`src/rtl/huffman_pkg.sv`:
```
// Shared types and helpers for the Huffman receive path.
// Holds the symbol count, code width, decoder state encoding and the
// mask-to-length popcount used when the code table is captured.
package huffman_pkg;

    localparam int NUM_SYM = 6;
    localparam int CODE_W  = 8;

    typedef enum logic [1:0] {
        IDLE = 2'd0,
        RUN  = 2'd1,
        ERR  = 2'd2
    } state_t;

    // Number of ones in a mask; the masks are contiguous low-order ones, so
    // this is the codeword length in bits (0 means the symbol is absent).
    function automatic logic [3:0] popcount(input logic [CODE_W-1:0] i_mask);
        logic [3:0] cnt;
        cnt = 4'd0;
        for (int i = 0; i < CODE_W; i++) begin
            cnt = cnt + {3'd0, i_mask[i]};
        end
        return cnt;
    endfunction

endpackage

```
`src/rtl/huffman_code_match.sv`:
```
// Per-symbol codeword comparator.
// Hits when the post-shift bit count equals this symbol's code length and the
// masked post-shift shift register equals the stored codeword. An absent
// symbol (length 0) never hits.
module huffman_code_match
    import huffman_pkg::*;
#(
    parameter int SR_W  = 8,
    parameter int LEN_W = 4
) (
    input  logic [SR_W-1:0]   i_sr_next,
    input  logic [LEN_W-1:0]  i_len_next,
    input  logic [CODE_W-1:0] i_code,
    input  logic [CODE_W-1:0] i_mask,
    input  logic [LEN_W-1:0]  i_code_len,
    output logic              o_hit
);

    logic [SR_W-1:0] w_code_ext;
    logic [SR_W-1:0] w_mask_ext;

    assign w_code_ext = SR_W'(i_code);
    assign w_mask_ext = SR_W'(i_mask);

    // Length must line up exactly; the mask selects the low bits just shifted in.
    always_comb begin
        o_hit = 1'b0;
        if ((i_code_len != {LEN_W{1'b0}}) && (i_len_next == i_code_len) &&
            ((i_sr_next & w_mask_ext) == w_code_ext)) begin
            o_hit = 1'b1;
        end else begin
            o_hit = 1'b0;
        end
    end

endmodule

```
`src/rtl/huffman_decoder.sv`:
```
// Serial MSB-first Huffman decoder for the 6-symbol gray-level encoder.
// Captures HC/M on code_valid, shifts bits in one per cycle, and presents the
// decoded symbol (1..6) on a valid/ready handshake. Sticky err when no
// codeword matches within MAX_LEN bits.
// Optional build macro HUFFMAN_DEC_CNT_EN adds per-symbol decoded counters
// DCNT1..DCNT6 (8-bit, wrapping).
module huffman_decoder
    import huffman_pkg::*;
#(
    parameter int MAX_LEN = 8,
    parameter int SYM_W   = 8
) (
    input  logic              clk,
    input  logic              reset,
    input  logic              code_valid,
    input  logic [CODE_W-1:0] HC1,
    input  logic [CODE_W-1:0] HC2,
    input  logic [CODE_W-1:0] HC3,
    input  logic [CODE_W-1:0] HC4,
    input  logic [CODE_W-1:0] HC5,
    input  logic [CODE_W-1:0] HC6,
    input  logic [CODE_W-1:0] M1,
    input  logic [CODE_W-1:0] M2,
    input  logic [CODE_W-1:0] M3,
    input  logic [CODE_W-1:0] M4,
    input  logic [CODE_W-1:0] M5,
    input  logic [CODE_W-1:0] M6,
    input  logic              bit_valid,
    input  logic              bit_in,
    output logic              bit_ready,
    output logic              sym_valid,
    output logic [SYM_W-1:0]  sym_data,
    input  logic              sym_ready,
    output logic              err
`ifdef HUFFMAN_DEC_CNT_EN
    ,
    output logic [7:0]        DCNT1,
    output logic [7:0]        DCNT2,
    output logic [7:0]        DCNT3,
    output logic [7:0]        DCNT4,
    output logic [7:0]        DCNT5,
    output logic [7:0]        DCNT6
`endif
);

    localparam int LEN_W = $clog2(MAX_LEN + 1);

    state_t             r_state;
    state_t             w_state_next;

    logic [MAX_LEN-1:0] r_sr;
    logic [MAX_LEN-1:0] w_sr_shift;
    logic [MAX_LEN-1:0] w_sr_d;
    logic [LEN_W-1:0]   r_len;
    logic [LEN_W-1:0]   w_len_inc;
    logic [LEN_W-1:0]   w_len_d;

    logic               r_sym_valid;
    logic               w_sym_valid_d;
    logic [SYM_W-1:0]   r_sym_data;
    logic [SYM_W-1:0]   w_sym_data_d;
    logic               r_err;
    logic               w_err_d;

    logic [CODE_W-1:0]  r_hc       [NUM_SYM];
    logic [CODE_W-1:0]  r_mask     [NUM_SYM];
    logic [LEN_W-1:0]   r_code_len [NUM_SYM];
    logic [CODE_W-1:0]  w_hc_in    [NUM_SYM];
    logic [CODE_W-1:0]  w_mask_in  [NUM_SYM];

    logic [NUM_SYM-1:0] w_hit;
    logic               w_any_hit;
    logic [SYM_W-1:0]   w_hit_sym;
    logic               w_bit_ready;
    logic               w_accept;

    assign w_hc_in[0]   = HC1;
    assign w_hc_in[1]   = HC2;
    assign w_hc_in[2]   = HC3;
    assign w_hc_in[3]   = HC4;
    assign w_hc_in[4]   = HC5;
    assign w_hc_in[5]   = HC6;
    assign w_mask_in[0] = M1;
    assign w_mask_in[1] = M2;
    assign w_mask_in[2] = M3;
    assign w_mask_in[3] = M4;
    assign w_mask_in[4] = M5;
    assign w_mask_in[5] = M6;

    // Bits are only taken in RUN and never while a symbol is waiting downstream.
    assign w_bit_ready = (r_state == RUN) && !r_sym_valid;
    assign w_accept    = bit_valid && w_bit_ready;
    assign w_sr_shift  = {r_sr[MAX_LEN-2:0], bit_in};
    assign w_len_inc   = r_len + LEN_W'(1);

    assign bit_ready = w_bit_ready;
    assign sym_valid = r_sym_valid;
    assign sym_data  = r_sym_data;
    assign err       = r_err;

    for (genvar g = 0; g < NUM_SYM; g++) begin : g_match
        huffman_code_match #(
            .SR_W  (MAX_LEN),
            .LEN_W (LEN_W)
        ) u_match (
            .i_sr_next  (w_sr_shift),
            .i_len_next (w_len_inc),
            .i_code     (r_hc[g]),
            .i_mask     (r_mask[g]),
            .i_code_len (r_code_len[g]),
            .o_hit      (w_hit[g])
        );
    end

    assign w_any_hit = |w_hit;

    // Priority encoder: with a malformed table the lowest symbol index wins.
    always_comb begin
        w_hit_sym = {SYM_W{1'b0}};
        casez (w_hit)
            6'b?????1: w_hit_sym = SYM_W'(3'd1);
            6'b????10: w_hit_sym = SYM_W'(3'd2);
            6'b???100: w_hit_sym = SYM_W'(3'd3);
            6'b??1000: w_hit_sym = SYM_W'(3'd4);
            6'b?10000: w_hit_sym = SYM_W'(3'd5);
            6'b100000: w_hit_sym = SYM_W'(3'd6);
            default:   w_hit_sym = {SYM_W{1'b0}};
        endcase
    end

    // Next-state and next-datapath logic; code_valid overrides everything.
    always_comb begin
        w_state_next  = r_state;
        w_sr_d        = r_sr;
        w_len_d       = r_len;
        w_sym_valid_d = r_sym_valid;
        w_sym_data_d  = r_sym_data;
        w_err_d       = r_err;
        if (code_valid) begin
            w_state_next  = RUN;
            w_sr_d        = {MAX_LEN{1'b0}};
            w_len_d       = {LEN_W{1'b0}};
            w_sym_valid_d = 1'b0;
            w_err_d       = 1'b0;
        end else begin
            case (r_state)
                IDLE: begin
                    w_state_next = IDLE;
                end
                RUN: begin
                    if (r_sym_valid) begin
                        if (sym_ready) begin
                            w_sym_valid_d = 1'b0;
                        end else begin
                            w_sym_valid_d = 1'b1;
                        end
                    end else if (w_accept) begin
                        if (w_any_hit) begin
                            w_sym_valid_d = 1'b1;
                            w_sym_data_d  = w_hit_sym;
                            w_sr_d        = {MAX_LEN{1'b0}};
                            w_len_d       = {LEN_W{1'b0}};
                        end else if (w_len_inc == LEN_W'(MAX_LEN)) begin
                            // Longest legal codeword reached without a match.
                            w_state_next = ERR;
                            w_err_d      = 1'b1;
                            w_sr_d       = {MAX_LEN{1'b0}};
                            w_len_d      = {LEN_W{1'b0}};
                        end else begin
                            w_sr_d  = w_sr_shift;
                            w_len_d = w_len_inc;
                        end
                    end else begin
                        w_state_next = RUN;
                    end
                end
                ERR: begin
                    w_state_next = ERR;
                end
                default: begin
                    w_state_next = IDLE;
                end
            endcase
        end
    end

    // FSM state register.
    always_ff @(posedge clk or negedge reset) begin
        if (!reset) begin
            r_state <= IDLE;
        end else begin
            r_state <= w_state_next;
        end
    end

    // Shift register, length counter and registered outputs.
    always_ff @(posedge clk or negedge reset) begin
        if (!reset) begin
            r_sr        <= {MAX_LEN{1'b0}};
            r_len       <= {LEN_W{1'b0}};
            r_sym_valid <= 1'b0;
            r_sym_data  <= {SYM_W{1'b0}};
            r_err       <= 1'b0;
        end else begin
            r_sr        <= w_sr_d;
            r_len       <= w_len_d;
            r_sym_valid <= w_sym_valid_d;
            r_sym_data  <= w_sym_data_d;
            r_err       <= w_err_d;
        end
    end

    // Code table capture; lengths are precomputed so the match path stays short.
    always_ff @(posedge clk or negedge reset) begin
        if (!reset) begin
            for (int i = 0; i < NUM_SYM; i++) begin
                r_hc[i]       <= {CODE_W{1'b0}};
                r_mask[i]     <= {CODE_W{1'b0}};
                r_code_len[i] <= {LEN_W{1'b0}};
            end
        end else if (code_valid) begin
            for (int i = 0; i < NUM_SYM; i++) begin
                r_hc[i]       <= w_hc_in[i];
                r_mask[i]     <= w_mask_in[i];
                r_code_len[i] <= LEN_W'(popcount(w_mask_in[i]));
            end
        end
    end

`ifdef HUFFMAN_DEC_CNT_EN
    logic [7:0] r_dcnt [NUM_SYM];

    // Per-symbol delivered counts, bumped on each completed handshake.
    always_ff @(posedge clk or negedge reset) begin
        if (!reset) begin
            for (int i = 0; i < NUM_SYM; i++) begin
                r_dcnt[i] <= 8'd0;
            end
        end else if (code_valid) begin
            for (int i = 0; i < NUM_SYM; i++) begin
                r_dcnt[i] <= 8'd0;
            end
        end else if (r_sym_valid && sym_ready) begin
            for (int i = 0; i < NUM_SYM; i++) begin
                if (r_sym_data == SYM_W'(i + 1)) begin
                    r_dcnt[i] <= r_dcnt[i] + 8'd1;
                end
            end
        end
    end

    assign DCNT1 = r_dcnt[0];
    assign DCNT2 = r_dcnt[1];
    assign DCNT3 = r_dcnt[2];
    assign DCNT4 = r_dcnt[3];
    assign DCNT5 = r_dcnt[4];
    assign DCNT6 = r_dcnt[5];
`endif

endmodule

```
`config.mk`:
```
export PLATFORM = sky130hd
export DESIGN_NAME = huffman_decoder
export DESIGN_NICKNAME = d
export VERILOG_FILES = /design/src/rtl/huffman_pkg.sv /design/src/rtl/huffman_code_match.sv /design/src/rtl/huffman_decoder.sv
export SDC_FILE = /design/constraint.sdc
export NUM_CORES = 1
export LEC_CHECK = 0
export ABC_CLOCK_PERIOD_IN_PS = 4720
export CORE_MARGIN = 4
export CORE_UTILIZATION = 29
export CTS_CLUSTER_SIZE = 8
export DETAILED_ROUTE_END_ITERATION = 12
export MAX_ROUTING_LAYER = met4
export PLACE_DENSITY_LB_ADDON = 0.3
export SKIP_CTS_REPAIR_TIMING = 1
export SLEW_MARGIN = 20
export SYNTH_ARGS = -nofsm -noshare
export SYNTH_HDL_FRONTEND = slang
export SYNTH_SLANG_ARGS = --single-unit
```
`constraint.sdc`:
```
create_clock -name clk -period 4.72 [get_ports clk]
set_input_delay 1.18 -clock clk [delete_from_list [all_inputs] [get_ports clk]]
set_output_delay 1.18 -clock clk [all_outputs]
set_load 0.005 [all_outputs]
```
# Word-level counts from Yosys, hierarchy flattened
# Cells that the tools add are included.
dict set report op_classes {
  bitwise_logic 8
  mux 37
  n_addsub 43
  n_eq_ne 25
  reduce_logical 29
}
# operator count
set ops {}
lappend ops {{4-bit by 1-bit adder with 4-bit output} 24}
lappend ops {{8-bit AND} 6}
lappend ops {{8-bit equality test} 6}
lappend ops {{7-bit two-way mux} 6}
lappend ops {{3-bit by 1-bit adder with 4-bit output} 6}
lappend ops {{4-bit equality test} 6}
lappend ops {{4-bit two-way mux} 6}
lappend ops {{4-bit nonzero test} 6}
lappend ops {{2-bit by 1-bit adder with 3-bit output} 6}
lappend ops {{1-bit two-way mux} 18}
lappend ops {{3-bit one-hot mux with 6 select lines} 1}
lappend ops {{1-bit logical AND} 14}
lappend ops {{1-bit by 1-bit adder with 2-bit output} 6}
lappend ops {{2-bit two-way mux} 5}
lappend ops {{5-bit AND reduction} 2}
lappend ops {{4-bit equality test, second input constant} 2}
lappend ops {{6-bit equality test, second input constant} 1}
lappend ops {{3-bit AND reduction} 2}
lappend ops {{2-bit nonzero test} 3}
lappend ops {{6-bit OR reduction} 1}
lappend ops {{5-bit equality test, second input constant} 1}
lappend ops {{4-bit by 1-bit adder with 4-bit output, second input constant} 1}
lappend ops {{2-bit equality test, second input constant} 2}
lappend ops {{2-bit != test, second input constant} 2}
lappend ops {{8 further kinds} 9}
dict set report totals {
  in_bits 102
  wordCells 166
  out_inout_bits 11
  regBits 143
}

# Depth between registers and ports, before layout
# Gate-level depths: netlist of the first run.
dict set report logic_depth {
  ltp_word 11
  mapped_depth 10
  ltp_nobuf 10
}

# Modules after synthesis
# Synthesis of the first run repeated with hierarchy kept, for this count alone.
dict set report unflattened {
  hier_cells 637
  area_unflattened_um2 7479.7
}
# module n_inst area_each_um2 cells_each seq_area_each_um2
set modules_own_cells {}
lappend modules_own_cells {huffman_decoder 1 6451.2 481 3453.3}
lappend modules_own_cells {huffman_code_match 6 171.4 26 0.0}

# Worst setup path before layout of the first run
# No wires, ideal clock.
dict set report synth_timing {
  path_kind {input-to-reg}
  start {in M6[0]}
  end {reg r_code_len[2] in the netlist's numbering}
  setup_ns 0.125
  n_path_buf 0
  arrival_time_ns 3.608
  setup_slack_ns 0.987
  required_ns 4.595
  stages 10
  path_cell_list {fa_1 -> inv_1 -> fa_1 -> fa_1 -> inv_1 -> ha_1 -> inv_1 -> fa_1 -> xnor2_1 -> mux2_2}
}
dict set report synth_via {
  elab_chain_cells 7
}
# element line
set synth_rtl {}
lappend synth_rtl {{start: declaration} huffman_decoder.sv:27} ;# input logic [CODE_W-1:0] M6,
lappend synth_rtl {{1-bit by 1-bit adder with 2-bit output} huffman_pkg.sv:21} ;# cnt = cnt + {3'd0, i_mask[i]};
lappend synth_rtl {{2-bit by 1-bit adder with 3-bit output} huffman_pkg.sv:21}
lappend synth_rtl {{3-bit by 1-bit adder with 4-bit output} huffman_pkg.sv:21}
lappend synth_rtl {{4-bit by 1-bit adder with 4-bit output (4 in series)} huffman_pkg.sv:21}
lappend synth_rtl {{end signal: indexed assignment} huffman_decoder.sv:219} ;# r_code_len[i] <= {LEN_W{1'b0}};
lappend synth_rtl {{end signal: indexed assignment} huffman_decoder.sv:225} ;# r_code_len[i] <= LEN_W'(popcount(w_mask_in[i]));
lappend synth_rtl {{end: declaration} huffman_decoder.sv:67} ;# logic [LEN_W-1:0] r_code_len [NUM_SYM];
# Every way passes these cells.
# A chain may end at the register's enable or synchronous reset.

# Worst setup path after layout of the first run
# Same ends and word-level chain as after synthesis.

==> impl_metrics.json, run 1 <==
{
  "max_slew.worst_pin.slew_ps": 891,
  "grt_first_pass_wirelength_mm": 30.9,
  "numCtsBuffers": 17,
  "hold_viol": 0,
  "avgSynthCellArea_sq_um": 11.5,
  "antenna_left": 0,
  "wl_mm": 19.6,
  "power-per-cell-area_mw_per_mm2": 375,
  "coreArea_sq_mm": 0.0262,
  "dieArea_sq_mm": 0.0294,
  "grt_pass1_vias": 5529,
  "routabilityCongestion": 0.753,
  "rsz0062_at_grt": "no",
  "finalMaxSlewViolations": 0,
  "fillers": 2546,
  "fp-row-count": 59,
  "fin_crit_sh": 0.835,
  "layout-drive-gt1-share": 0.208,
  "slew_headroom": 0.406,
  "criticalPathCategory": "primary input to register",
  "yosys_register_bits": 138,
  "synth.distinct_cells": 55,
  "dp.cells": 1098,
  "die_x_um": 172,
  "routed_via_density": 4.60,
  "worstPathBufferInverterCount": 4,
  "via_count": 5200,
  "wire_per_inst_um": 17.3,
  "grt_overflow": 0,
  "place_hpwl_mm": 14.2,
  "r2r-end": "sym_data[0]$_DFFE_PN0P_",
  "cp_max_fo": 2,
  "root_buffer": "clkbuf_16",
  "tns_ps": 0,
  "antenna_found_initial": 0,
  "synthCells": 677,
  "areaGrowthSynthToFinish_pct": 26.2,
  "r2r_setup_slack_ps": 1360,
  "nNetsFinal": 929,
  "synth.top_cells.by_area": "dfrtp_1, mux2_2, fa_1",
  "cp.depth": 11,
  "drc_errors": 0,
  "cts_tree": "yes",
  "yosysTopAreaCell": "dfrtp_1",
  "fmax_ghz": 0.254,
  "cp.required_ps": 5040,
  "die_h_um": 172,
  "slowest_stage": "fa_1",
  "cts.reportedPaths.clkPinSlew_ps": 60,
  "htreeDepth": 4,
  "grt_max_degree": 82,
  "r2r_start": "r_len[1]$_DFFE_PN0P_",
  "finalSetupViolations": 0,
  "num_antenna_cells": 0,
  "crit_start": "M6[0]",
  "numPortBuffers": 107,
  "critPathCaptureType": "register",
  "max-cap-violations": 0,
  "grtUsageTotal": 0.142,
  "yosys_warnings": 0,
  "yosys_most_used_dff": "dfrtp_1",
  "final_cell_count_no_fill": 1130,
  "crit_end": "r_code_len[2]$_DFFE_PN0P_",
  "start_util": 0.296,
  "r2r_cells": 9,
  "ioPinCount": 113,
  "worstSkewPairLatency_ps": 430,
  "synth_edf_count": 0,
  "seq_area_frac_synth": 0.445,
  "ctsLongestPathBuffers": 2,
  "hold_path.class": "register to register",
  "skew_ps": 16.3,
  "dr.pass1.iters": 4,
  "outcome": "completed",
  "slowest_delay_ps": 570,
  "drtIter0Drc": 186,
  "leakagePower_uw": 0.00414,
  "arrival_ps": 4260,
  "syn_area_sq_mm": 0.00776,
  "cts.sinks": 138,
  "period_needed_ps": 3940,
  "ir_drop_mv": 0.257,
  "path_cells": "clkdlybuf4s50_1 -> fa_1 -> inv_1 -> fa_1 -> fa_1 -> inv_1 -> ha_1 -> inv_1 -> fa_1 -> xnor2_1 -> mux2_2",
  "crit_family": "adder cells",
  "yosys.area.top_type_share": 0.445,
  "async_reset_ff_frac": 1.00,
  "cp-start-kind": "primary input",
  "cpMostUsedCell": "fa_1"
}
-- layout by cell type (no fill, tap or decap), types with 2 or more instances in the layout --
cell type / Yosys / routed
xor2_1: 49 / 49
a2111oi_0: 2 / 2
clkbuf_8: 0 / 2
ha_1: 21 / 21
nor4_1: 7 / 7
clkbuf_16: 0 / 17
o2bb2ai_1: 6 / 6
mux2i_1: 5 / 5
a21o_1: 3 / 3
a22o_1: 10 / 10
nand3_1: 28 / 28
dfrtp_1: 138 / 138
conb_1: 1 / 5
bufinv_16: 0 / 3
nor3_1: 6 / 6
nor4b_1: 2 / 2
clkdlybuf4s50_1: 0 / 105
a21oi_1: 14 / 14
nand2_1: 60 / 60
xnor2_1: 18 / 18
clkinvlp_4: 0 / 4
nand4_1: 11 / 11
clkinv_2: 0 / 2
inv_6: 0 / 3
or4_1: 3 / 3
nor2_1: 16 / 16
mux2_2: 109 / 109
o21ai_0: 8 / 8
nor4_2: 3 / 3
nor3b_1: 2 / 2
o22a_1: 3 / 3
and3_1: 4 / 4
fa_1: 24 / 24
nor2b_1: 2 / 2
inv_1: 63 / 63
o21bai_1: 2 / 2
buf_4: 7 / 9
-- worst register-to-register path, delay by kind of cell, from the launching register on --
| family | cells | cell delay (ps) |
|---|---|---|
| DFF | 1 | 480 |
| adders and majority gates | 1 | 370 |
| AOI/OAI and AO/OA | 1 | 380 |
| xor gates and xnor gates | 2 | 430 |
| muxes | 1 | 380 |
| buffers and inverters | 1 | 230 |
| and+or+nand+nor | 3 | 980 |
-- through the flow --
stage               instance area [sq um]  hold slack [ps]  utilization  power (uW)  setup slack (ps)
finish                               9790              498        0.374        3670               777
global route                         9790              522        0.374        3890               676
CTS                                  9790              504        0.374        3730               780
detailed placement                   9170              490        0.350        2300               330
global placement                     9170              471        0.350        2290               369
floorplan                            7770              477            -        2010               987
-- cell usage after synthesis (2+ instances only) --
master and n:
nor3_1 6, mux2_2 109, a21oi_1 14, xnor2_1 18, a2111oi_0 2, nand3_1 28, a22o_1 10, nand4_1 11
and3_1 4, nor3b_1 2, buf_4 7, a21o_1 3, nor2_1 16, nor4_2 3, nor4b_1 2, or4_1 3
dfrtp_1 138, buf_6 2, inv_1 63, fa_1 24, ha_1 21, mux2i_1 5, o2bb2ai_1 6, nor2b_1 2
nor4_1 7, xor2_1 49, o21bai_1 2, o21ai_0 8, clkbuf_1 25, nand2_1 60, o22a_1 3
-- worst min path at each step --
stage / depth (start not counted) / end / slack, ps / startpoint
final: 2 / err$_DFFE_PN0P_ / 500 / err$_DFFE_PN0P_
after global routing: 1 / r_mask[16]$_DFFE_PN0P_ / 520 / r_mask[16]$_DFFE_PN0P_
after global placement: 1 / sym_data[2]$_DFFE_PN0P_ / 470 / sym_data[2]$_DFFE_PN0P_
after floorplan: 1 / r_code_len[11]$_DFFE_PN0P_ / 480 / r_code_len[11]$_DFFE_PN0P_
after CTS: 1 / sym_data[2]$_DFFE_PN0P_ / 500 / sym_data[2]$_DFFE_PN0P_
after detailed placement: 1 / sym_data[2]$_DFFE_PN0P_ / 490 / sym_data[2]$_DFFE_PN0P_
-- state kept, by name (all words and copies together) (netlist names) --
signal,cells
err,1
r_code_len,24
r_hc,48
r_len,4
r_mask,48
r_sr,7
r_state,2
sym_data,3
sym_valid,1
-- where the power goes --
| group | internal (uW) | switching (uW) | total, uW |
|---|---|---|---|
| combinational | 420 | 368 | 788 |
| clock | 863 | 541 | 1400 |
| sequential | 1350 | 135 | 1480 |
-- cell type report --
cell class,instances,area (sq um),area share
flip-flops and latches,138,3450,0.353
well taps,335,419,0.0428
clock buffers,19,453,0.0463
repair buffers,116,1150,0.117
inverters,63,236,0.0242
clock inverters,13,165,0.0169
multi-input cells,446,3910,0.400
-- logic make-up after synthesis --
kind of cell / after synthesis / synth area share
compound gates: 62 / 0.0582
xor+xnor: 70 / 0.0844
fa+ha+maj: 45 / 0.0958
buf+inv: 97 / 0.0523
flops: 138 / 0.445
mux: 115 / 0.167
other cells: 1 / 0.000483
simple gates: 149 / 0.0970
-- per-layer routing --
metal / part of all wire / global-route usage
met5: 0 / -
met4: 0.0081 / 0.0344
met3: 0.037 / 0.0287
met2: 0.48 / 0.223
met1: 0.47 / 0.190
Power figures use the tool's default switching activity.
==> run 2, diff against run 1 <==
--- a/config.mk
+++ b/config.mk
@@ -5,7 +5,7 @@
 export SDC_FILE = /design/constraint.sdc
 export NUM_CORES = 1
 export LEC_CHECK = 0
-export ABC_CLOCK_PERIOD_IN_PS = 4720
+export ABC_CLOCK_PERIOD_IN_PS = 3400
 export CORE_MARGIN = 4
 export CORE_UTILIZATION = 29
 export CTS_CLUSTER_SIZE = 8
==> constraint.sdc (replaced) <==
create_clock -name clk -period 3.4 [get_ports clk]
set_input_delay 0.85 -clock clk [delete_from_list [all_inputs] [get_ports clk]]
set_output_delay 0.85 -clock clk [all_outputs]
set_load 0.005 [all_outputs]
==> impl_metrics.json, run 2 (synthesized netlist as in run 1, its figures left out) <==
{
  "outcome": "completed",
  "fillers": 2513,
  "ioPinCount": 113,
  "period_needed_ps": 3210,
  "multi_input_area_sq_mm": 0.00394,
  "fmax_ghz": 0.312,
  "worstPathBufferInverterCount": 4,
  "hold_viol": 0,
  "fin_crit_sh": 0.944,
  "cts.reportedPaths.clkPinSlew_ps": 60,
  "setup_ws_ps": 190,
  "place_hpwl_mm": 15.0,
  "coreArea_sq_mm": 0.0262,
  "start_util": 0.296,
  "arrival_ps": 3520,
  "die_h_um": 172,
  "cp-start-kind": "primary input",
  "drc_errors": 0,
  "slew_headroom": 0.468,
  "crit_family": "adder cells",
  "dp.cells": 1123,
  "pre_cts_ws_ps": -547,
  "max-cap-violations": 0,
  "htreeDepth": 4,
  "critPathCaptureType": "register",
  "rsz0062_at_grt": "no",
  "final_common_cell": "dfrtp_1",
  "antenna_found_initial": 0,
  "cts.sinks": 138,
  "grt_overflow": 0,
  "final_cell_count_no_fill": 1152,
  "routabilityCongestion": 0.800,
  "top_usage_layer": "met2",
  "power-per-cell-area_mw_per_mm2": 506,
  "finalSetupViolations": 0,
  "grt_first_pass_wirelength_mm": 32.1,
  "grtUsageMet1": 0.193,
  "dieArea_sq_mm": 0.0294,
  "skew_ps": 10.1,
  "grt_pass1_vias": 5721,
  "reg_top3": "r_hc: 48 flops, r_mask: 48 flops, r_code_len: 24 flops",
  "max_slew.worst_pin.slew_ps": 798,
  "final_cell_mix": "dfrtp_1, mux2_2, clkdlybuf4s50_1, inv_1, nand2_1",
  "numPortBuffers": 107,
  "wire_per_inst_um": 17.8,
  "register_area_sq_mm": 0.00345,
  "nNetsFinal": 954,
  "num_antenna_cells": 0,
  "root_buffer": "clkbuf_16",
  "grt_max_degree": 116,
  "worstSkewPairLatency_ps": 420,
  "via_count": 5323,
  "cp.required_ps": 3710,
  "areaGrowthSynthToFinish_pct": 29.4,
  "drtIter0Drc": 251,
  "r2r_start": "r_len[1]$_DFFE_PN0P_",
  "numCtsBuffers": 17,
  "leakagePower_uw": 0.00441,
  "routed_via_density": 4.62,
  "wl_mm": 20.5,
  "dr.pass1.iters": 5,
  "tns_ps": 0,
  "place_area_sq_mm": 0.00938,
  "crit_start": "M4[0]",
  "cts_tree": "yes",
  "layout-drive-gt1-share": 0.241,
  "grtUsageTotal": 0.148,
  "grt_use_met3": 0.0239,
  "ir_drop_mv": 0.261,
  "hold_path.class": "primary input to async pin",
  "slowest_stage": "fa_1",
  "path_cells": "dlymetal6s2s_1 -> fa_1 -> inv_1 -> fa_1 -> fa_1 -> inv_1 -> ha_1 -> inv_1 -> fa_2 -> xnor2_1 -> mux2_2",
  "grtUsageMet2": 0.239,
  "post-route-cell-area_sq_mm": 0.0100,
  "antenna_left": 0,
  "die_x_um": 172,
  "fp-row-count": 59,
  "cp_max_fo": 2,
  "finalMaxSlewViolations": 0,
  "criticalPathCategory": "primary input to register",
  "slowest_delay_ps": 540,
  "ctsLongestPathBuffers": 2
}
==> run 2: final timing paths <==
| kind | end | slack [ps] | depth (start not counted) |
|---|---|---|---|
| min in group clk | sym_data[2]$_DFFE_PN0P_ | 490 | 1 |
| min | r_hc[9]$_DFFE_PN0P_ | 450 | 1 |
| max | r_code_len[10]$_DFFE_PN0P_ | 190 | 11 |
| max in group asynchronous | r_sr[6]$_DFFE_PN0P_ | 2080 | 2 |
| max reg2reg | r_len[0]$_DFFE_PN0P_ | 220 | 9 |
| min reg2reg | sym_data[2]$_DFFE_PN0P_ | 490 | 1 |
==> run 2: per-layer routing <==
layer | routed length [um] | part of all wire
met5 | 0 | 0
met4 | 369 | 0.018
met3 | 501 | 0.024
met2 | 10100 | 0.49
met1 | 9490 | 0.46
==> run 2: area by class of cell <==
type | instances | area share
clock buffers | 18 | 0.0438
clock inverters | 11 | 0.0150
inverters | 63 | 0.0236
multi-input cells | 446 | 0.393
flip-flops and latches | 138 | 0.344
well taps | 335 | 0.0418
repair buffers | 141 | 0.139
==> run 2: report_power, final <==
group,internal [uW],switching [uW]
Combinational,611,529
Clock,1160,718
Sequential,1870,189
==> run 2: worst reg2reg max path, stage by stage (launching register included) <==
cell	delay, ps
dfrtp_1	490
ha_1	380
xor3_1	500
a2111oi_0	400
nand4_1	180
nor4_2	270
buf_4	190
nor3_1	50
and3_1	310
mux2_4	300
==> run 2: per-stage QoR <==
step / hold WS (ps) / utilization / total power [uW]
4_1_cts: 478 / 0.381 / 5150
6_report: 454 / 0.383 / 5080
2_1_floorplan: 477 / - / 2800
3_5_place_dp: 480 / 0.358 / 3240
3_3_place_gp: 475 / 0.358 / 3210
5_1_grt: 501 / 0.383 / 5390
